[src/rtl/glyph_ram_loader.sv]
// Glyph RAM loader: assembles {addr_hi, addr_lo, 8 rows} byte commands into 64-bit glyph writes.
// Optional GLYPH_LOAD_BLANK_ONLY_EN holds each write until the reader is in blanking (bright low).
module glyph_ram_loader #(
    parameter int DATA_WIDTH = 64,
    parameter int ADDR_WIDTH = 12
) (
    input  logic                  clk,
    input  logic                  rst_n,
    input  logic                  bright,
    input  logic                  resync,
    input  logic                  in_valid,
    input  logic [7:0]            in_byte,
    output logic                  in_ready,
    output logic                  we,
    output logic [ADDR_WIDTH-1:0] waddr,
    output logic [DATA_WIDTH-1:0] wdata,
    output logic [15:0]           wr_count
);

    typedef enum logic [2:0] {
        S_AHI,
        S_ALO,
        S_ROW,
`ifdef GLYPH_LOAD_BLANK_ONLY_EN
        S_WAIT,
`endif
        S_WR
    } state_t;

    state_t      state, state_d;
    logic [7:0]  addr_hi, addr_lo;
    logic [63:0] sr;
    logic [2:0]  row_cnt;
    logic        xfer;
    logic        last_row;
    logic        load;
    logic [15:0] addr_full;
    logic [63:0] glyph_d;
    logic        unused_ok;

    assign in_ready  = (state == S_AHI) || (state == S_ALO) || (state == S_ROW);
    assign we        = (state == S_WR);
    assign xfer      = in_valid && in_ready;
    assign last_row  = (state == S_ROW) && xfer && (row_cnt == 3'd7);
    assign addr_full = {addr_hi, addr_lo};

`ifdef GLYPH_LOAD_BLANK_ONLY_EN
    // Glyph is already complete in sr; latch it when the blank window opens.
    assign load      = (state == S_WAIT) && !bright && !resync;
    assign glyph_d   = sr;
    assign unused_ok = ^addr_full;
`else
    assign load      = last_row && !resync;
    assign glyph_d   = {sr[55:0], in_byte};
    assign unused_ok = ^{addr_full, bright};
`endif

    always_comb begin
        state_d = state;
        case (state)
            S_AHI: if (xfer) state_d = S_ALO;
            S_ALO: if (xfer) state_d = S_ROW;
            S_ROW: begin
                if (last_row) begin
`ifdef GLYPH_LOAD_BLANK_ONLY_EN
                    state_d = S_WAIT;
`else
                    state_d = S_WR;
`endif
                end
            end
`ifdef GLYPH_LOAD_BLANK_ONLY_EN
            S_WAIT: if (!bright) state_d = S_WR;
`endif
            S_WR:    state_d = S_AHI;
            default: state_d = S_AHI;
        endcase
        if (resync) state_d = S_AHI;
    end

    always_ff @(posedge clk or negedge rst_n) begin
        if (!rst_n) begin
            state <= S_AHI;
        end else begin
            state <= state_d;
        end
    end

    always_ff @(posedge clk or negedge rst_n) begin
        if (!rst_n) begin
            addr_hi <= 8'd0;
            addr_lo <= 8'd0;
            sr      <= 64'd0;
            row_cnt <= 3'd0;
        end else if (resync) begin
            row_cnt <= 3'd0;
        end else if (xfer) begin
            case (state)
                S_AHI: addr_hi <= in_byte;
                S_ALO: begin
                    addr_lo <= in_byte;
                    row_cnt <= 3'd0;
                end
                S_ROW: begin
                    sr      <= {sr[55:0], in_byte};
                    row_cnt <= row_cnt + 3'd1;
                end
                default: ;
            endcase
        end
    end

    // waddr/wdata change only when a glyph is committed, so they hold through S_WR.
    always_ff @(posedge clk or negedge rst_n) begin
        if (!rst_n) begin
            waddr <= '0;
            wdata <= '0;
        end else if (load) begin
            waddr <= addr_full[ADDR_WIDTH-1:0];
            wdata <= glyph_d[DATA_WIDTH-1:0];
        end
    end

    // A write in progress always completes, even with resync on the same edge.
    always_ff @(posedge clk or negedge rst_n) begin
        if (!rst_n) begin
            wr_count <= 16'd0;
        end else if (state == S_WR) begin
            wr_count <= wr_count + 16'd1;
        end
    end

endmodule
[config.mk]
export PLATFORM = sky130hd
export DESIGN_NAME = glyph_ram_loader
export DESIGN_NICKNAME = d
export VERILOG_FILES = /design/src/rtl/glyph_ram_loader.sv
export SDC_FILE = /design/constraint.sdc
export NUM_CORES = 1
export LEC_CHECK = 0
export BUFFER_PORTS_ARGS = -buffer_cell sky130_fd_sc_hd__buf_2
export CORE_AREA = 4 4 124 126
export DETAILED_ROUTE_END_ITERATION = 8
export DIE_AREA = 0 0 128 130
export PLACE_DENSITY = 0.66
export RECOVER_POWER = 50
export SETUP_SLACK_MARGIN = 0.15
export SLEW_MARGIN = 5
export SYNTH_ARGS = -nofsm -noshare
export SYNTH_HDL_FRONTEND = slang
export SYNTH_SLANG_ARGS = --single-unit
export TNS_END_PERCENT = 30
[constraint.sdc]
create_clock -name clk -period 2.4 [get_ports clk]
set_clock_uncertainty 0.2 [all_clocks]
set_input_delay 0.72 -clock clk [delete_from_list [all_inputs] [get_ports clk]]
set_output_delay 0.72 -clock clk [all_outputs]
set_load 0.005 [all_outputs]
== Yosys cells after proc, flatten, opt, wreduce, memory -nomap -nowiden ==
Cells that the tools add are included.

* Add/subtract/negate cells: 2
* Multipliers: 0
* Divide/modulo/power cells: 0
* Order comparisons: 0
* Equality and inequality tests: 7
* Shifts and indexed selects: 0
* Multiplexer cells: 8
* Bitwise operators: 1
* Reduce and logical (&&, ||, !) cells: 15

{| class="wikitable"
|+ Operator list
! cell !! count
|-
| $mux 3 || 6
|-
| $add 16x1->16 const B || 1
|-
| $reduce_and 3->1 || 4
|-
| $ne 3x3->1 const B || 3
|-
| $pmux 3 s3 || 1
|-
| $eq 3x2->1 const B || 2
|-
| $pmux 3 s2 || 1
|-
| $logic_and 1x1->1 || 4
|-
| $add 3x1->3 const B || 1
|-
| $eq 3x1->1 const B || 1
|-
| $eq 3x3->1 const B || 1
|-
| $logic_not 3->1 || 1
|-
| $reduce_bool 3->1 || 1
|-
| $logic_or 1x1->1 || 2
|-
| $reduce_and 2->1 || 1
|-
| $reduce_bool 2->1 || 1
|-
| $logic_not 1->1 || 1
|-
| $not 1->1 || 1
|}

* Register bits: 166
* Latch bits: 0
* RAM bits: 0
* Bits in read-only memories: 0
* Input bits: 13
* Logic and storage cells: 41
* Memories: 0

== Logic depth before layout (Yosys ltp) ==
Gate-level depths: netlist (run 1).

* Word-level depth: 9
* Mapped depth: 7
* Mapped depth without buffers: 6

== Least setup slack after synthesis (run 1) ==
Ideal clock, no wire load.

* Path kind: input port to flip-flop
* From: input resync
* To: register waddr[0]
* Setup time: 0.125 ns
* Arrival: 1.785 ns
* Data required time: 2.075 ns
* Path slack: 0.290 ns
* Stages on the path: 6
* Path buffers: 3
* Path through: buf_2 inv_1 nand4_1 buf_2 buf_4 mux2_2

* Longest elaborated chain between the ends: 2

{| class="wikitable"
|+ Ends and longest elaborated chain
! what !! RTL line !! text
|-
| from (decl) || 10 || <nowiki>input logic resync,</nowiki>
|-
| $logic_not 1->1 || 53 || <nowiki>assign load = last_row && !resync;</nowiki>
|-
| $logic_and 1x1->1 || 53 ||
|-
| to (signal assigned) || 119 || <nowiki>waddr <= addr_full[ADDR_WIDTH-1:0];</nowiki>
|-
| to (decl) || 15 || <nowiki>output logic [ADDR_WIDTH-1:0] waddr,</nowiki>
|}

No other way between the ends.
A chain may end at the register's enable or synchronous reset.

== Worst setup path in the final report (run 1) ==
* From: register state[0]
* To: output in_ready

* Longest elaborated chain between the ends: 3
* Elaborated cells between the ends (all ways): 5
* Those cells by class: eq/ne: 2; reduce/logical: 3

{| class="wikitable"
|+ Ends and longest elaborated chain
! what !! RTL line !! text
|-
| from (decl) || 30 || <nowiki>state_t state, state_d;</nowiki>
|-
| from (signal assigned) || 85 || <nowiki>state <= state_d;</nowiki>
|-
| $eq 3x1->1 or $logic_not 3->1 (tied branches) || 41 || <nowiki>assign in_ready = (state == S_AHI) || (state == S_ALO) || (state == S_ROW);</nowiki>
|-
| $logic_or 1x1->1 || 41 ||
|-
| $logic_or 1x1->1 * || 41 ||
|-
| to (decl) || 13 || <nowiki>output logic in_ready,</nowiki>
|}

Every way passes the cells marked *; elsewhere a longest branch is shown, timed or not.

==> flow_summary.toml, run 1 <==
[die]
coreArea_um2 = 14300
die_h_um = 130
die_area_um2 = 16600
rows = 44
die_width_um = 128
ios = 107
start_util_pct = 44.4

[routing]
routed_wl_um = 12000
drt_iter0_markers = 149
drt-pass1-iter-count = 4
vias = 3625
routed_via_density = 5.04
ant_nets = 0
wl_per_cell_um = 16.7
post-route-drc-count = 0

[yosys]
yosysMostFrequentCell = "dfrtp_1"
synth_edf_count = 0
ys_types = 26
synth_area_leaders = "dfrtp_1 65%, mux2_2 25%, ha_1 1.4%"
ys_top_cells_by_count = "165 x dfrtp_1, 139 x mux2_2, 10 x xnor2_1, 9 x buf_2, 8 x nand2_1"
ys_ff_latch = 165
synth_top_area_share_pct = 64.9
synthCells = 395
syn_nets = 415
mappedNetlistArea_um2 = 6360
yosysTopAreaCell = "dfrtp_1"
syn_area_per_cell_um2 = 16.1
async_flop_share_pct = 100
yosysWarnings = 0
ys_seq_area_share_pct = 64.9
ys.flop_type = "dfrtp_1"

[sta]
fin_setup_tns_ps = 0
hold_viol_final = 0
rsz0062_at_grt = "false"
setup_viol = 0
finalCritPeriodShare_pct = 92.2
whs_ps = 282
final-max-slew-violation-count = 0
finalCriticalPeriod_ps = 2210
relSlewSlack_pct = 3.35
clock.fmax_mhz = 452
setup_slack_ps = 188
worst_pin_slew_ps = 1450

[worst_setup_path]
max_stage_delay_ps = 390
reg2reg_from = "state[0]"
cp-start-kind = "register"
cp-end-kind = "primary output"
path_max_fanout = 3
critPathArrivalTime_ps = 1290
cp.buffers_inverters = 3
reg2regPathDepth = 6
crit_start = "state[0]"
crit_type = "reg2out"
reg2reg_to = "sr[55]"
cp_top_family = "flip-flops"
path_cells = "ha_1, buf_6, inv_1, buf_2"
cp.depth = 4
cp_data_required_time_ps = 1480
cp_slowest_cell = "dfrtp_1"
reg2reg_setup_slack_ps = 240

[clocking]
clockBufferDepth = 2
cts_buffers = 17
clk_transition_reported_paths_ps = 60
clock_latency_ps = 410
cts_root_buf = "clkbuf_16"
clock-sinks = 165
cts_tree = "yes"
cts_max_level = 4
hold_buffers = 0

[finish]
drive_gt1_share_pct = 52.3
finish.net_count = 543
diodes = 0
fin_util_pct = 54.9
syn2layout_area_growth_pct = 23.5
layoutNonFillerInstCount = 719

[run_status]
status = "finished, final reports clean"

[global_route]
gr-total-overflow = 0
antenna_found_initial = 0
grt_pass1_wl_um = 19700
grt_pass1_vias = 3765
grt_max_degree = 53
track_usage_pct = 15.3

[power]
p_per_area_nw_per_um2 = 882
ir_drop_mv = 0.611
leakage_nw = 4.18

[worst_hold_path]
hp-class = "reg2reg"
hold-path-endpoint = "wr_count[15]"
hold_depth = 1
min_from = "wr_count[15]"

[job]
max-cap-violations = 0

[placed_design]
dp_cells = 684
dpl.hpwl_um = 8210
place.gp.congestion = 0.726
pre_cts_slack_ps = 133
port_buffers = 105
[through the flow]
step / total power [mW] / area (um2)
floorplan: 3.92 / 6360
global placement: 4.20 / 7260
detailed placement: 4.25 / 7260
CTS: 7.00 / 7870
global route: 7.28 / 7850
finish: 6.92 / 7850
[logic make-up (layout without fill, tap and decap cells)]
group | count (synthesis) | after routing | synth area share, %
AOI/OAI and AO/OA | 8 | 8 | 0.826
xor gates and xnor gates | 15 | 15 | 2.07
adders and majority gates | 7 | 7 | 1.38
buffers and inverters | 21 | 161 | 1.95
DFF | 165 | 165 | 64.9
muxes | 146 | 146 | 25.9
and+or+nand+nor | 33 | 33 | 3.01
[worst max-delay path by stage]
stage and endpoint:
5_1_grt in_ready, 6_report in_ready, 3_5_place_dp waddr[9], 3_3_place_gp waddr[10]
4_1_cts in_ready, 2_1_floorplan waddr[0]
[power by group]
part           internal (mW)  total [mW]  switching, mW  leakage (nW)
clock network           1.63        2.70           1.07         0.280
logic                  0.450       0.770          0.319          1.65
registers               3.17        3.45          0.289          2.25
total                   5.25        6.92           1.68          4.18
[state kept, by name, indices dropped and copies added, names as in the netlist]
register	cells
addr_lo	8
waddr	12
sr	56
wdata	64
state	2
row_cnt	3
wr_count	16
addr_hi	4
[cell type report]
type	count	area [um2]
multi-input cells	209	2110
clock buffers	19	433
well taps	184	230
flip-flops and latches	165	4130
clock inverters	12	154
fillers	1215	6460
repair buffers	125	779
inverters	5	18.8
[cell usage in the layout (no fill, tap or decap), drive strengths merged]
cell type / synthesis / layout
nor3b: 3 / 3
and3: 3 / 3
o21ai: 1 / 1
nand2: 8 / 8
clkbuf: 0 / 37
dfrtp: 165 / 165
clkinv: 0 / 4
o22ai: 1 / 1
inv: 5 / 7
nand4: 7 / 7
clkinvlp: 0 / 3
a31oi: 1 / 1
ha: 7 / 7
xnor2: 10 / 10
nor2: 7 / 7
a22o: 2 / 2
mux2: 146 / 146
nand3: 3 / 3
xor2: 5 / 5
nand2b: 1 / 1
nor3: 1 / 1
bufinv: 0 / 3
o211ai: 1 / 1
buf: 16 / 107
a21oi: 2 / 2
[what timing repair did]
action	4_1_cts	5_1_grt
pin swaps	1	1
resized for setup	1	1
endpoints found under the setup margin	2	2
endpoints found under the hold margin	0	0
setup buffers	2	2
[per-layer routing]
layer / GRT usage (%) / up-vias / routed length, um
li1: - / 1651 / -
met1: 19.6 / 1874 / 5250
met2: 24.3 / 91 / 5850
met3: 5.53 / 9 / 744
met4: 5.24 / 0 / 141
met5: 0 / - / 0
Note: power is estimated with default switching activity, not from simulation.
==> run 2, diff against run 1 <==
--- a/config.mk
+++ b/config.mk
@@ -6,9 +6,9 @@
 export NUM_CORES = 1
 export LEC_CHECK = 0
 export BUFFER_PORTS_ARGS = -buffer_cell sky130_fd_sc_hd__buf_2
-export CORE_AREA = 4 4 124 126
+export CORE_AREA = 2 2 122 124
 export DETAILED_ROUTE_END_ITERATION = 8
-export DIE_AREA = 0 0 128 130
+export DIE_AREA = 0 0 124 126
 export PLACE_DENSITY = 0.66
 export RECOVER_POWER = 50
 export SETUP_SLACK_MARGIN = 0.15
==> constraint.sdc (replaced) <==
create_clock -name clk -period 2.7 [get_ports clk]
set_clock_uncertainty 0.2 [all_clocks]
set_input_delay 0.81 -clock clk [delete_from_list [all_inputs] [get_ports clk]]
set_output_delay 0.81 -clock clk [all_outputs]
set_load 0.01 [all_outputs]
==> run 2 against run 1 <==
Compared with the run above: the run now ends with capacitance limit, slew limit left; power down 12%; utilization down 0.95 points; setup slack better by 110 ps; global-route usage up 0.87 points; cell count down 0.97%; via count down 1.7%; worst hold slack worse by 16 ps; design area down 1.7%; count of clock-buffer cells in the layout up 2; sequential cell count unchanged.
==> flow_summary.toml, run 2 (same netlist as run 1, synthesis figures left out) <==
[worst_setup_path]
cp_slowest_cell = "dfrtp_1"
cp.depth = 3
cp-start-kind = "register"
reg2regPathDepth = 5
crit_type = "reg2out"
critPathArrivalTime_ps = 1390
path_cells = "ha_1, inv_1, buf_2"
cp_data_required_time_ps = 1690
cp-end-kind = "primary output"
path_max_fanout = 9
cp.buffers_inverters = 2
cp_top_family = "flip-flops"
max_stage_delay_ps = 410

[clocking]
cts_root_buf = "clkbuf_16"
hold_buffers = 0
clock-sinks = 165
post_cts_buffers = 0
clock_latency_ps = 420
clk_transition_reported_paths_ps = 60
cts-resized-gates = 0
cts_max_level = 4
cts_tree = "yes"
clockBufferDepth = 2
cts_buffers = 17

[placed_design]
pre_cts_slack_ps = 366
dpl.hpwl_um = 7830
port_buffers = 105
place.gp.congestion = 0.712

[power]
swShare_pct = 24.3
p_comb_share_pct = 10.7
leakage_nw = 4.04
intPower_mw = 4.62
clkPwrFrac_pct = 39.0
pwr-share-seq_pct = 50.3
p_per_area_nw_per_um2 = 791
ir_drop_mv = 0.463
power.total_mw = 6.10
p_switching_mw = 1.48

[finish]
nFillCells = 1208
finish.net_count = 535
top_regs = "wdata: 64 flops, sr: 56 flops, wr_count: 16 flops"
syn2layout_area_growth_pct = 21.3
drive_gt1_share_pct = 48.5
multi_input_area_um2 = 2100
fin_util_pct = 53.9
diodes = 0
final-seq-area_um2 = 4130
largest_register_ffs = 64
top_register = "wdata"
final_cell_mix = "165 x dfrtp_1, 139 x mux2_2, 71 x buf_2"
final_common_cell = "dfrtp_1"

[routing]
post-route-drc-count = 0
wl_per_cell_um = 16.3
vias = 3562
routed_wl_um = 11600
drt_iter0_markers = 112
drt-pass1-iter-count = 4
ant_nets = 0
routed_via_density = 5.00

[run_status]
status = "finished with violations"
violations = "capacitance limit, slew limit"

[job]
max-cap-violations = 1

[global_route]
grt_pass1_wl_um = 19300
grt_pass1_vias = 3735
track_usage_pct = 16.2
gr-total-overflow = 0
grt_max_degree = 60
antenna_found_initial = 0

[sta]
clock.fmax_mhz = 416
worst_pin_slew_ps = 1560
relSlewSlack_pct = -3.95
whs_ps = 266
finalCritPeriodShare_pct = 88.9
setup_viol = 0
finalCriticalPeriod_ps = 2400
final-max-slew-violation-count = 57
hold_viol_final = 0
fin_setup_tns_ps = 0
setup_slack_ps = 298
rsz0062_at_grt = "false"

[die]
die_area_um2 = 15600
start_util_pct = 44.4
die_width_um = 124
rows = 44
ios = 107
die_h_um = 126
coreArea_um2 = 14300

[worst_hold_path]
hold_depth = 1
hp-class = "reg2reg"
-- run 2: path summary, 6_finish.rpt --
kind                         startpoint      endpoint  slack, ps
max                            state[1]      in_ready        300
min                        wr_count[15]  wr_count[15]        270
max reg2reg                    state[1]        sr[33]        340
min reg2reg                wr_count[15]  wr_count[15]        270
max in group asynchronous         rst_n   wr_count[3]        490
min in group asynchronous         rst_n     wdata[59]        580
-- run 2: power groups by stage --
stage / Sequential, mW / Clock (mW) / Combinational (mW)
floorplan: 3.03 / 0 / 0.470
global placement: 3.10 / 0 / 0.635
detailed placement: 3.13 / 0 / 0.663
CTS: 3.08 / 2.45 / 0.670
global route: 3.14 / 2.55 / 0.732
finish: 3.07 / 2.38 / 0.653
-- run 2: per-layer routing --
layer  up-vias  wire length [um]  GRT usage (%)
met5         -                 0              0
met4         0               187           6.35
met3        13               625           5.25
met2        71              5640           25.5
met1      1841              5160           20.8
li1       1637                 -              -
-- run 2: metrics by stage --
stage	std cells	instance area, um2
after floorplan	395	6360
after global placement	680	7180
after detailed placement	680	7180
after CTS	712	7770
after global routing	712	7710
final	712	7710
-- run 2: area by class of cell --
| cell class | count | area share, % |
|---|---|---|
| flip-flops and latches | 165 | 53.5 |
| multi-input cells | 209 | 27.2 |
| repair buffers | 117 | 8.35 |
| clock buffers | 21 | 6.10 |
| well taps | 184 | 2.98 |
| clock inverters | 11 | 1.59 |
| inverters | 5 | 0.243 |
